===== config.mk =====
export PLATFORM = sky130hd
export DESIGN_NAME = pipe_chain_v
export DESIGN_NICKNAME = d
export VERILOG_FILES = /design/src/rtl/pipe_chain_v.sv
export SDC_FILE = /design/constraint.sdc
export NUM_CORES = 1
export LEC_CHECK = 0
export ABC_AREA = 0
export BUFFER_PORTS_ARGS = -buffer_cell sky130_fd_sc_hd__buf_2
export CAP_MARGIN = 10
export CORE_MARGIN = 4
export CORE_UTILIZATION = 45
export CTS_BUF_LIST = sky130_fd_sc_hd__clkbuf_4 sky130_fd_sc_hd__clkbuf_8 sky130_fd_sc_hd__clkbuf_16
export CTS_CLUSTER_SIZE = 40
export DETAILED_ROUTE_END_ITERATION = 10
export PLACE_DENSITY_LB_ADDON = 0.12
export SYNTH_ARGS = -nofsm -noshare
export SYNTH_HDL_FRONTEND = slang
export SYNTH_SLANG_ARGS = --single-unit

===== constraint.sdc =====
create_clock -name clk -period 8.4 [get_ports clk]
set_clock_uncertainty 0.2 [all_clocks]
set_input_delay 0 -clock clk [delete_from_list [all_inputs] [get_ports clk]]
set_output_delay 0 -clock clk [all_outputs]
set_load 0.005 [all_outputs]

===== src/rtl/pipe_chain_v.sv =====
// rtl/pipe_chain_v.sv - elastic DEPTH-stage valid/ready delay pipeline with bubble collapsing
// Stalls propagate backward only as far as the nearest empty stage, so bubbles are squeezed out.
module pipe_chain_v #(
  parameter int WIDTH = 16,
  parameter int DEPTH = 4,
  localparam int CW = $clog2(DEPTH + 1)
) (
  input  logic             clk,
  input  logic             rst,
  input  logic             en,
  input  logic             flush,
  input  logic             i_valid,
  input  logic [WIDTH-1:0] i_data,
  output logic             i_ready,
  output logic             o_valid,
  output logic [WIDTH-1:0] o_data,
  input  logic             o_ready,
  output logic [CW-1:0]    o_count
);

  logic [DEPTH-1:0] v_q, v_d;
  logic [WIDTH-1:0] d_q [DEPTH];
  logic [WIDTH-1:0] d_d [DEPTH];
  logic [CW-1:0]    count_q, count_d;
  logic [DEPTH-1:0] rdy;
  logic [DEPTH-1:0] up_v;
  logic [WIDTH-1:0] up_d [DEPTH];
  logic             in_hs, out_hs;

  // Stage k may load when any stage at or after it is empty, or the consumer takes the head.
  always_comb begin
    rdy = '0;
    for (int k = 0; k < DEPTH; k++) begin
      rdy[k] = o_ready;
      for (int j = k; j < DEPTH; j++) begin
        if (!v_q[j]) rdy[k] = 1'b1;
      end
    end
  end

  always_comb begin
    up_v[0] = i_valid;
    up_d[0] = i_data;
    for (int k = 1; k < DEPTH; k++) begin
      up_v[k] = v_q[k-1];
      up_d[k] = d_q[k-1];
    end
  end

  assign i_ready = en & ~flush & ~rst & rdy[0];
  assign o_valid = en & v_q[DEPTH-1];
  assign o_data  = d_q[DEPTH-1];
  assign o_count = count_q;
  assign in_hs   = i_valid & i_ready;
  assign out_hs  = o_valid & o_ready;

  always_comb begin
    v_d     = v_q;
    d_d     = d_q;
    count_d = count_q;
    if (flush) begin
      v_d     = '0;
      count_d = '0;
    end else if (en) begin
      for (int k = 0; k < DEPTH; k++) begin
        if (rdy[k]) begin
          v_d[k] = up_v[k];
          if (up_v[k]) d_d[k] = up_d[k];
        end
      end
      count_d = count_q + CW'(in_hs) - CW'(out_hs);
    end
  end

  always_ff @(posedge clk) begin
    if (rst) begin
      v_q     <= '0;
      count_q <= '0;
      for (int k = 0; k < DEPTH; k++) d_q[k] <= '0;
    end else begin
      v_q     <= v_d;
      count_q <= count_d;
      d_q     <= d_d;
    end
  end

  a_count_range: assert property (@(posedge clk) count_q <= CW'(DEPTH));
  a_hold_stall:  assert property (@(posedge clk) (o_valid && !o_ready && !rst) |=> $stable(o_data));

endmodule


* Yosys cells after proc, flatten, opt, wreduce, memory -nomap -nowiden
Cells that the tools add are included.
** Operators by class
- $add $sub $neg :: 2
- Mux-type cells :: 10
- Bitwise logic cells :: 8
- Reductions and logical operators :: 9
** Operators by type and width (count)
- AND reduction 4 bit :: 4
- two-way mux 1 bit :: 10
- AND reduction 2 bit :: 4
- bitwise AND 1 bit :: 6
- adder 3 x 1 -> 3 bit :: 1
- subtractor 3 x 1 -> 3 bit :: 1
- inverter 1 bit :: 2
- OR reduction 2 bit :: 1
** Storage, ports and cells
- Register bits :: 71
- Input bits :: 22
- Output and inout port bits :: 21
- Word-level logic and storage cells :: 38

* Logic depth before layout (Yosys ltp)
Gate-level depths: netlist (run 1).
- Depth after elaboration :: 8
- Gate-level depth with buffers :: 13
- Gate-level depth less buffers :: 11

* Worst setup path before layout (run 1)
OpenSTA, ideal clock, no wires.
- Path type :: reg-to-reg
- From :: register v_q[3]
- To :: register count_q[2], in the netlist o_count[2]
- Library setup time :: 0.070 ns
- Arrival :: 2.541 ns
- Required time :: 8.130 ns
- Setup slack :: 5.589 ns
- Cell stages (with the launch flop) :: 14
- Buffers on the path :: 2
- Period minus slack after synthesis :: 2.811 ns
- Cells stage by stage :: dfxtp_1 > buf_6 > and4b_1 > buf_6 > a211oi_1 > nand2_1 > ha_1 > inv_1 > ha_1 > inv_1 > fa_1 > xnor2_1 > or3_1 > a21oi_1
** Between the ends
- Cells in the longest elaborated chain, start to end :: 5
- Elaborated cells on any way between the ends :: 7
- Those cells by class :: add/sub: 2; mux: 1; bitwise: 4
** Ends and longest elaborated chain
- start: declaration :: line 21 : logic [DEPTH-1:0] v_q, v_d;
- start signal: assignment :: line 81 : v_q <= v_d;
- two-way mux 1 bit :: line 36 : if (!v_q[j]) rdy[k] = 1'b1;
- bitwise AND 1 bit :: line 50 : assign i_ready = en & ~flush & ~rst & rdy[0];
- net i_ready :: line 14 : output logic i_ready,
- bitwise AND 1 bit :: line 54 : assign in_hs = i_valid & i_ready;
- adder 3 x 1 -> 3 bit :: line 71 : count_d = count_q + CW'(in_hs) - CW'(out_hs);
- subtractor 3 x 1 -> 3 bit :: line 71
- end signal: assignment :: line 82 : count_q <= count_d;
- end: declaration :: line 24 : logic [CW-1:0] count_q, count_d;
The timed path passes the listed nets, and every way through them passes these cells.
A chain may end at the register's enable or synchronous reset.

* Worst setup path in the final report (run 1)
- From :: register v_q[3]
- To :: register count_q[2], in the netlist o_count[2]
** Between the ends
- Cells in the longest elaborated chain, start to end :: 5
- Elaborated cells on any way between the ends :: 7
- Those cells by class :: add/sub: 2; mux: 1; bitwise: 4
** Ends and longest elaborated chain (line)
- two-way mux 1 bit :: 36
- bitwise AND 1 bit :: 50
- bitwise AND 1 bit :: 54
- adder 3 x 1 -> 3 bit :: 71
- subtractor 3 x 1 -> 3 bit (*) :: 71
Mark *: on every way between the ends. The rest lies on a longest branch, timed or not.

==> results_dict.tcl, run 1 <==
set metrics [dict create \
    status "finished, final reports clean" \
    nNetsFinal 430 \
    ys_seq_area_share_pct 45.9 \
    antenna_found_initial 0 \
    cts_tree "done" \
    post-place-cells 429 \
    crit_start "v_q[3]$_SDFFE_PP0P_" \
    yosys.area.top_type_share_pct 45.9 \
    grt_pass1_vias 2375 \
    diodes 0 \
    num_rows 29 \
    gp_congestion 0.727 \
    antenna_left 0 \
    critPathMaxFanout 19 \
    synth_cell_types 30 \
    drv_cap 0 \
    post-route-period-util_pct 36.5 \
    cp_data_arrival_time_ns 3.13 \
    hp-start "rst" \
    final_core_util_pct 58.0 \
    first_pass_iters 4 \
    rsz0062_at_grt "no" \
    path_clk_slew_ns 0.07 \
    syn-mean-instance-area_sq_um 8.65 \
    yosysMostFrequentCell "dfxtp_1" \
    finalCriticalPeriod_ns 3.06 \
    ys.flop_type "dfxtp_1" \
    slew_headroom_pct 29.8 \
    synthTopCellsByCount "dfxtp_1 (71), a21oi_1 (52), nand3_1 (48)" \
    grt_max_degree 83 \
    h-tree-depth 3 \
    synth_area_leaders "dfxtp_1 (46%), a21oi_1 (8.4%), nand3_1 (7.8%)" \
    r2r_start "v_q[3]$_SDFFE_PP0P_" \
    chipHeight_um 91.0 \
    synth_edf_count 0 \
    place_ws_ns 5.36 \
    postLayoutSetupSlackWorst_ns 5.34 \
    grtUsageTotal_pct 16.6 \
    ys_ff_latch 71 \
    dieArea_sq_um 8280 \
    place_area_sq_um 3140 \
    io_buffers 42 \
    synthCells 358 \
    whs_ns 0.131 \
    worst_slew_pin_slew_ns 1.05 \
    syn-num-nets 383 \
    fmax_mhz 326 \
    dieWidth_um 91.0 \
    hold_viol 0 \
    irDropWorstVdd_v 0.000102 \
    cts_buffers 9 \
    synth_area_leader_cell "dfxtp_1" \
    setup_violations 0 \
    start_kind "flip-flop" \
    syn-cell-area_sq_um 3100 \
    clock_path_buffers 2 \
    wl_per_cell_um 13.5 \
    slew_violations 0 \
    via_count 2532 \
    powerDensity_nw_per_um2 182 \
    io_pins 43 \
    async_flop_share_pct 0 \
    clock_latency_ns 0.33 \
    start_util_pct 47.4 \
    wl_um 6570 \
    place_hpwl_um 3960 \
    layout-drive-gt1-share_pct 14.9 \
    p_leak_nw 1.44 \
    post-route-drc-count 0 \
    cts_setup_buffers 0 \
    grt_pass1_wl_um 11400 \
    fin_total_pwr_mw 0.690 \
    instances_no_fill 487 \
    crit_path_end_kind "flip-flop" \
    critPathKind "reg -> reg" \
    cts_num_sinks 71 \
    worstPathRequired_ns 8.47 \
    syn_to_final_growth_pct 22.3 \
    hold_class "in -> reg" \
    grt_overflow 0 \
    final_area_sq_um 3790 \
    cts-root-buf "clkbuf_8" \
    ys_warn_count 0 \
    setup_tns_ns 0 \
    core_sq_um 6530 \
    vias_per_cell 5.20 \
    drtIter0Drc 165 \
]
## cell type report
class                           count  area [sq um]
Sequential cell                    71          1420
Multi-Input combinational cell    234          1390
Fill cell                         612          2740
Timing Repair Buffer               85           638
Clock buffer                       11           151
Clock inverter                      5          80.1
Tap cell                           77          96.3
Inverter                            4          15.0
## state kept, by name (all words and copies together), names as in the netlist
register	cells
d_q	48
o_data	16
v_q	4
o_count	3
## path summary, 6_finish.rpt
kind | to | slack, ns | cells after the start
setup / recovery | o_count[2]$_SDFFE_PP0P_ | 5.34 | 11
hold / removal | d_q[32]$_SDFFE_PP0P_ | 0.13 | 3
setup reg to reg | o_count[2]$_SDFFE_PP0P_ | 5.34 | 11
hold reg to reg | o_data[7]$_SDFFE_PP0P_ | 0.25 | 2
## cell usage in the layout (no fill, tap or decap), types with 3 or more instances in the layout
cell type,netlist,final
dfxtp_1,71,71
a21oi_1,52,52
nand3_1,48,48
o21ai_0,46,46
dlygate4sd3_1,0,42
buf_2,4,42
nand2b_1,34,34
mux2i_1,17,17
clkbuf_8,0,11
o21ai_1,6,6
nand2_1,5,5
inv_1,4,4
nand3b_1,4,4
and3b_1,4,4
nor2_1,3,3
## repair_timing
item,4_1_cts,5_1_grt
endpoints found under the hold margin,23,0
hold buffers,42,0
gates resized for setup,0,0
endpoints found under the setup margin,0,0
## critical path: stages (launching register included)
cell and delay [ns]:
dfxtp_1 0.46, and4b_1 0.65, a211oi_1 0.19, nand2_1 0.11, ha_1 0.22, inv_1 0.05, ha_1 0.12, inv_1 0.05
fa_1 0.37, xnor2_1 0.14, or3_1 0.30, a21oi_1 0.14
## power by group
part / internal [mW] / leakage, nW / switching, mW
logic: 0.0222 / 0.751 / 0.0168
registers: 0.340 / 0.573 / 0.00226
clock network: 0.183 / 0.112 / 0.126
## kinds of logic after synthesis
family	share of synthesized area [%]
fa+ha+maj	1.45
xor+xnor	0.283
flops	45.9
mux	5.49
compound gates	18.2
simple gates	19.3
buf+inv	9.37
## routing by layer
layer | wire length, um | global-route usage, % | share of wire, %
met1 | 3360 | 23.0 | 51
met2 | 2830 | 24.6 | 43
met5 | 0 | 0 | 0
met4 | 89 | 7.29 | 1.4
met3 | 279 | 4.13 | 4.2
No activity file was read; power rests on OpenSTA's default activity.
==> run 2: changes to the inputs <==
Clock period 8.4 ns to 2.55 ns, I/O delays scaled along.
==> run 2 against run 1 <==
Flip-flop and latch count did not move. Combinational power rose to 3.2 times the previous value. Global-route usage rose by 0.26 points. First-iteration DRC count fell by 1.2%. Critical path depth rose by 2. Core utilization fell by 2.5 points. Sequential power rose to 3.3 times the previous value. Cell area fell by 4.4%. Via count fell by 2.6%.
==> results_dict.tcl, run 2 (synthesized netlist as in run 1, its figures left out) <==
set metrics [dict create \
    layout-drive-gt1-share_pct 17.8 \
    place_hpwl_um 4020 \
    grtUsageTotal_pct 16.9 \
    wl_per_cell_um 13.9 \
    cts_num_sinks 71 \
    gp_congestion 0.774 \
    status "finished, final reports clean" \
    drv_cap 0 \
    drtIter0Drc 163 \
    clock_latency_ns 0.34 \
    reg2regPathDepth 11 \
    crit_path_top_delay_cell "dlygate4sd3_1" \
    fmax_mhz 395 \
    worstHoldEndpoint "i_ready" \
    mostFrequentLayoutCells "dfxtp_1 (71), a21oi_1 (52), nand3_1 (48), o21ai_0 (46), buf_2 (41)" \
    dieArea_sq_um 8280 \
    diodes 0 \
    clock_path_buffers 2 \
    critPathMaxFanout 8 \
    crit_path_end_kind "flip-flop" \
    worstPathRequired_ns 2.62 \
    num_rows 29 \
    vias_per_cell 5.18 \
    hold_class "in -> out" \
    final_common_cell "dfxtp_1" \
    cts-root-buf "clkbuf_8" \
    critPathMaxStageDelay_ns 0.53 \
    grt_max_degree 82 \
    path_clk_slew_ns 0.07 \
    grt_pass1_vias 2361 \
    cts_tree "done" \
    irDropWorstVdd_v 0.000276 \
    dieWidth_um 91.0 \
    antenna_found_initial 0 \
    rsz0062_at_grt "yes" \
    regMostFlops "d_q" \
    worst_slew_pin_slew_ns 0.719 \
    start_util_pct 47.4 \
    io_buffers 42 \
    h-tree-depth 3 \
    first_pass_iters 4 \
    post-route-period-util_pct 99.2 \
    via_count 2465 \
    chipHeight_um 91.0 \
    finalCriticalPeriod_ns 2.53 \
    cp_data_arrival_time_ns 2.60 \
    grt_pass1_wl_um 11500 \
    hold_viol 0 \
    core_sq_um 6530 \
    cts_buffers 9 \
    r2r_slack_ns 0.03 \
    syn_to_final_growth_pct 16.9 \
    critPathKind "in -> reg" \
    cts_setup_buffers 0 \
    largest_reg_flops 48 \
    slew_violations 0 \
    hp-start "rst" \
    grt_overflow 0 \
    whs_path_depth 3 \
    antenna_left 0 \
    final_core_util_pct 55.5 \
    start_kind "input port" \
    crit_chain "dlygate4sd3_1 -> buf_4 -> and4b_2 -> a211oi_4 -> nand2_1 -> ha_1 -> inv_1 -> ha_1 -> inv_1 -> fa_2 -> xnor2_1 -> or3_1 -> a21oi_1" \
    post-route-drc-count 0 \
    io_pins 43 \
    whs_ns 0.0910 \
    p_leak_nw 1.34 \
    powerDensity_nw_per_um2 563 \
    wl_um 6640 \
    slew_headroom_pct 51.8 \
    nNetsFinal 419 \
    regToRegEndpoint "o_count[2]$_SDFFE_PP0P_" \
    setup_violations 0 \
    r2r_start "v_q[3]$_SDFFE_PP0P_" \
]
==> run 2: cell count changes in the layout (fill, tap and decap cells not counted), moves of 2 or more <==
cell / previous run / this run
dlygate4sd3_1: 42 / 24
bufinv_16: 2 / 0
buf_4: 1 / 9
clkinv_2: 1 / 4
==> run 2: through the flow <==
| stage | instances | setup TNS (ns) | setup WS (ns) | power (mW) | instance area, sq um |
|---|---|---|---|---|---|
| floorplan | 358 | -0.0739 | -0.0739 | 1.21 | 3110 |
| global placement | 436 | 0 | 0.110 | 1.24 | 3200 |
| detailed placement | 436 | 0 | 0.0625 | 1.25 | 3200 |
| CTS | 477 | 0 | 0.0234 | 2.06 | 3630 |
| global route | 476 | -0.142 | -0.142 | 2.13 | 3620 |
| finish | 476 | 0 | 0.0192 | 2.04 | 3620 |
==> run 2: how the worst max path moves through the flow <==
stage | startpoint | endpoint | slack (ns)
after floorplan | v_q[3]$_SDFFE_PP0P_ | o_count[2]$_SDFFE_PP0P_ | -0.07
after global placement | v_q[3]$_SDFFE_PP0P_ | o_count[2]$_SDFFE_PP0P_ | 0.11
after detailed placement | v_q[3]$_SDFFE_PP0P_ | o_count[2]$_SDFFE_PP0P_ | 0.06
after CTS | o_ready | o_count[2]$_SDFFE_PP0P_ | 0.02
after global routing | v_q[3]$_SDFFE_PP0P_ | o_count[2]$_SDFFE_PP0P_ | -0.14
final | o_ready | o_count[2]$_SDFFE_PP0P_ | 0.02
==> run 2: where the power goes <==
group | internal (mW) | switching (mW)
Sequential | 1.12 | 0.00662
Combinational | 0.0659 | 0.0568
Clock | 0.374 | 0.418
Total | 1.56 | 0.481
==> run 2: repair_timing <==
action | in CTS | in global routing
endpoints found under the setup margin | 0 | 2
hold endpoints to repair | 23 | 0
hold buffers | 25 | 0
gates resized for setup | 0 | 2
==> run 2: area by class of cell <==
| cell class | count | area, sq um |
|---|---|---|
| Clock buffer | 10 | 138 |
| Multi-Input combinational cell | 234 | 1400 |
| Fill cell | 624 | 2910 |
| Timing Repair Buffer | 74 | 513 |
| Inverter | 4 | 15.0 |
| Sequential cell | 71 | 1420 |
| Tap cell | 77 | 96.3 |
| Clock inverter | 6 | 36.3 |
==> run 2: worst max-delay path: cells and delay by family <==
kind / cells / cell delay (ns)
compound gates: 2 / 0.33
xor+xnor: 1 / 0.14
fa+ha+maj: 3 / 0.73
buf+inv: 4 / 0.78
simple gates: 3 / 0.65
==> run 2: metal layers <==
layer,up-vias,track usage [%],part of all wire [%]
li1,1299,-,-
met1,1105,23.9,53
met2,50,24.4,41
met3,11,3.64,3.8
met4,0,8.17,1.9
met5,-,0,0
==> run 3: changes to the inputs <==
Settings changed: CORE_MARGIN 4 to not set.
==> run 3 against run 2 <==
The flow now finishes with violations (design-rule violations, negative setup slack). Fmax decreased by 3.3%. Sequential share of layout area decreased by 0.23 points. Flip-flop and latch count unchanged. Routed wire length decreased by 2.3%. Clock power increased by 19%. Total power increased by 7.2%. Critical path depth decreased by 2. Via count increased by 1.3%.
==> results_dict.tcl, run 3 (synthesized netlist as in run 1, its figures left out) <==
set metrics [dict create \
    via_count 2497 \
    hp-start "rst" \
    io_pins 43 \
    core_sq_um 6490 \
    nNetsFinal 417 \
    io_buffers 42 \
    worstPathRequired_ns 2.61 \
    cts_num_sinks 71 \
    combPwrFrac_pct 5.5 \
    post-route-period-util_pct 103 \
    clock_latency_ns 0.33 \
    r2r_slack_ns -0.07 \
    num-fill-cells 640 \
    h-tree-depth 3 \
    slew_headroom_pct 51.6 \
    layout-drive-gt1-share_pct 17.6 \
    critPathMaxFanout 2 \
    crit_path_end_kind "flip-flop" \
    cts-root-buf "clkbuf_8" \
    cts_tree "done" \
    antenna_found_initial 0 \
    grt_pass1_wl_um 11200 \
    path_clk_slew_ns 0.07 \
    largest_reg_flops 48 \
    rsz0062_at_grt "yes" \
    post-place-cells 435 \
    dieArea_sq_um 7220 \
    diodes 0 \
    reg2regPathDepth 11 \
    worstHoldEndpoint "i_ready" \
    place_hpwl_um 3960 \
    drtIter0Drc 168 \
    antenna_left 0 \
    setup_violations 1 \
    clock_path_buffers 2 \
    postLayoutSetupSlackWorst_ns -0.0672 \
    slew_violations 0 \
    violations "design-rule violations, negative setup slack" \
    r2r_start "v_q[3]$_SDFFE_PP0P_" \
    whs_path_depth 3 \
    p_sw_mw 0.463 \
    grt_max_degree 82 \
    hold_viol 0 \
    mostFrequentLayoutCells "dfxtp_1 (71), a21oi_1 (51), nand3_1 (48), o21ai_0 (46), buf_2 (42)" \
    post-route-drc-count 2 \
    netSwitchingFraction_pct 21.2 \
    syn_to_final_growth_pct 17.6 \
    grt_overflow 0 \
    start_kind "flip-flop" \
    irDropWorstVdd_v 0.000320 \
    cts_setup_buffers 0 \
    vias_per_cell 5.27 \
    intPower_mw 1.72 \
    dieWidth_um 85.0 \
    final_core_util_pct 56.1 \
    instances_no_fill 474 \
    wl_um 6480 \
    hold_class "in -> out" \
    worst_slew_pin_slew_ns 0.722 \
    pwr-share-seq_pct 51.5 \
    clock_power_share_pct 43.0 \
    grtUsageTotal_pct 19.6 \
    powerDensity_nw_per_um2 600 \
    whs_ns 0.104 \
    regToRegEndpoint "o_count[2]$_SDFFE_PP0P_" \
    start_util_pct 47.7 \
    fmax_mhz 382 \
    drv_cap 0 \
    status "finished, violations left" \
    num_rows 29 \
    gp_congestion 0.778 \
    cts_buffers 9 \
    setup_tns_ns -0.0672 \
    chipHeight_um 85.0 \
    finalCriticalPeriod_ns 2.62 \
    final_common_cell "dfxtp_1" \
    p_leak_nw 1.35 \
    regMostFlops "d_q" \
    cp_data_arrival_time_ns 2.68 \
    wl_per_cell_um 13.7 \
    first_pass_iters 7 \
    critPathKind "reg -> reg" \
    grt_pass1_vias 2329 \
]
## run 3: layout make-up
class | instances | area, sq um | area share, %
clock buffers | 13 | 173 | 4.74
clock inverters | 3 | 40.0 | 1.10
inverters | 4 | 15.0 | 0.412
multi-input cells | 234 | 1410 | 38.6
flip-flops and latches | 71 | 1420 | 39.0
well taps | 77 | 96.3 | 2.64
repair buffers | 72 | 493 | 13.5
## run 3: worst max-delay path, cell delays in order (launching register included)
cell and delay, ns:
dfxtp_1 0.31, and4b_1 0.25, a211oi_4 0.25, nand2_1 0.09, ha_1 0.27, inv_1 0.05
ha_1 0.14, inv_1 0.06, fa_2 0.33, xnor2_1 0.13, or3_1 0.34, a21oi_2 0.13
## run 3: repair_timing
| action | CTS | global route |
|---|---|---|
| hold buffers | 23 | 0 |
| resized for setup | 0 | 1 |
| hold endpoints to repair | 23 | 0 |
| gates cloned | 0 | 0 |
| endpoints found under the setup margin | 1 | 1 |
## run 3: stage by stage
stage / setup slack (ns) / total power, mW / area [sq um]
final: -0.0672 / 2.19 / 3640
after CTS: -0.0538 / 2.20 / 3640
after floorplan: -0.0739 / 1.21 / 3110
after detailed placement: -0.0378 / 1.24 / 3200
after global placement: 0.105 / 1.24 / 3200
after global routing: -0.193 / 2.28 / 3640
## run 3: power by group through the flow
stage / sequential (mW) / combinational, mW / clock [mW]
5_1_grt: 1.13 / 0.131 / 1.02
3_3_place_gp: 1.15 / 0.0921 / 0
4_1_cts: 1.13 / 0.118 / 0.958
3_5_place_dp: 1.15 / 0.0929 / 0
2_1_floorplan: 1.15 / 0.0639 / 0
6_report: 1.13 / 0.120 / 0.940
## run 3: per-layer routing
metal	track usage, %	wire [um]	vias to the layer above
li1	-	-	1293
met5	0	0	-
met4	8.94	103	0
met2	28.2	2760	56
met1	28.3	3300	1140
met3	3.79	316	8
## run 3: worst max-delay path by stage
| stage | endpoint | depth (start not counted) | from |
|---|---|---|---|
| floorplan | o_count[2]$_SDFFE_PP0P_ | 13 | v_q[3]$_SDFFE_PP0P_ |
| global placement | o_count[2]$_SDFFE_PP0P_ | 11 | v_q[3]$_SDFFE_PP0P_ |
| detailed placement | o_count[2]$_SDFFE_PP0P_ | 11 | v_q[3]$_SDFFE_PP0P_ |
| CTS | o_count[2]$_SDFFE_PP0P_ | 11 | v_q[3]$_SDFFE_PP0P_ |
| global route | o_count[2]$_SDFFE_PP0P_ | 11 | v_q[3]$_SDFFE_PP0P_ |
| finish | o_count[2]$_SDFFE_PP0P_ | 11 | v_q[3]$_SDFFE_PP0P_ |
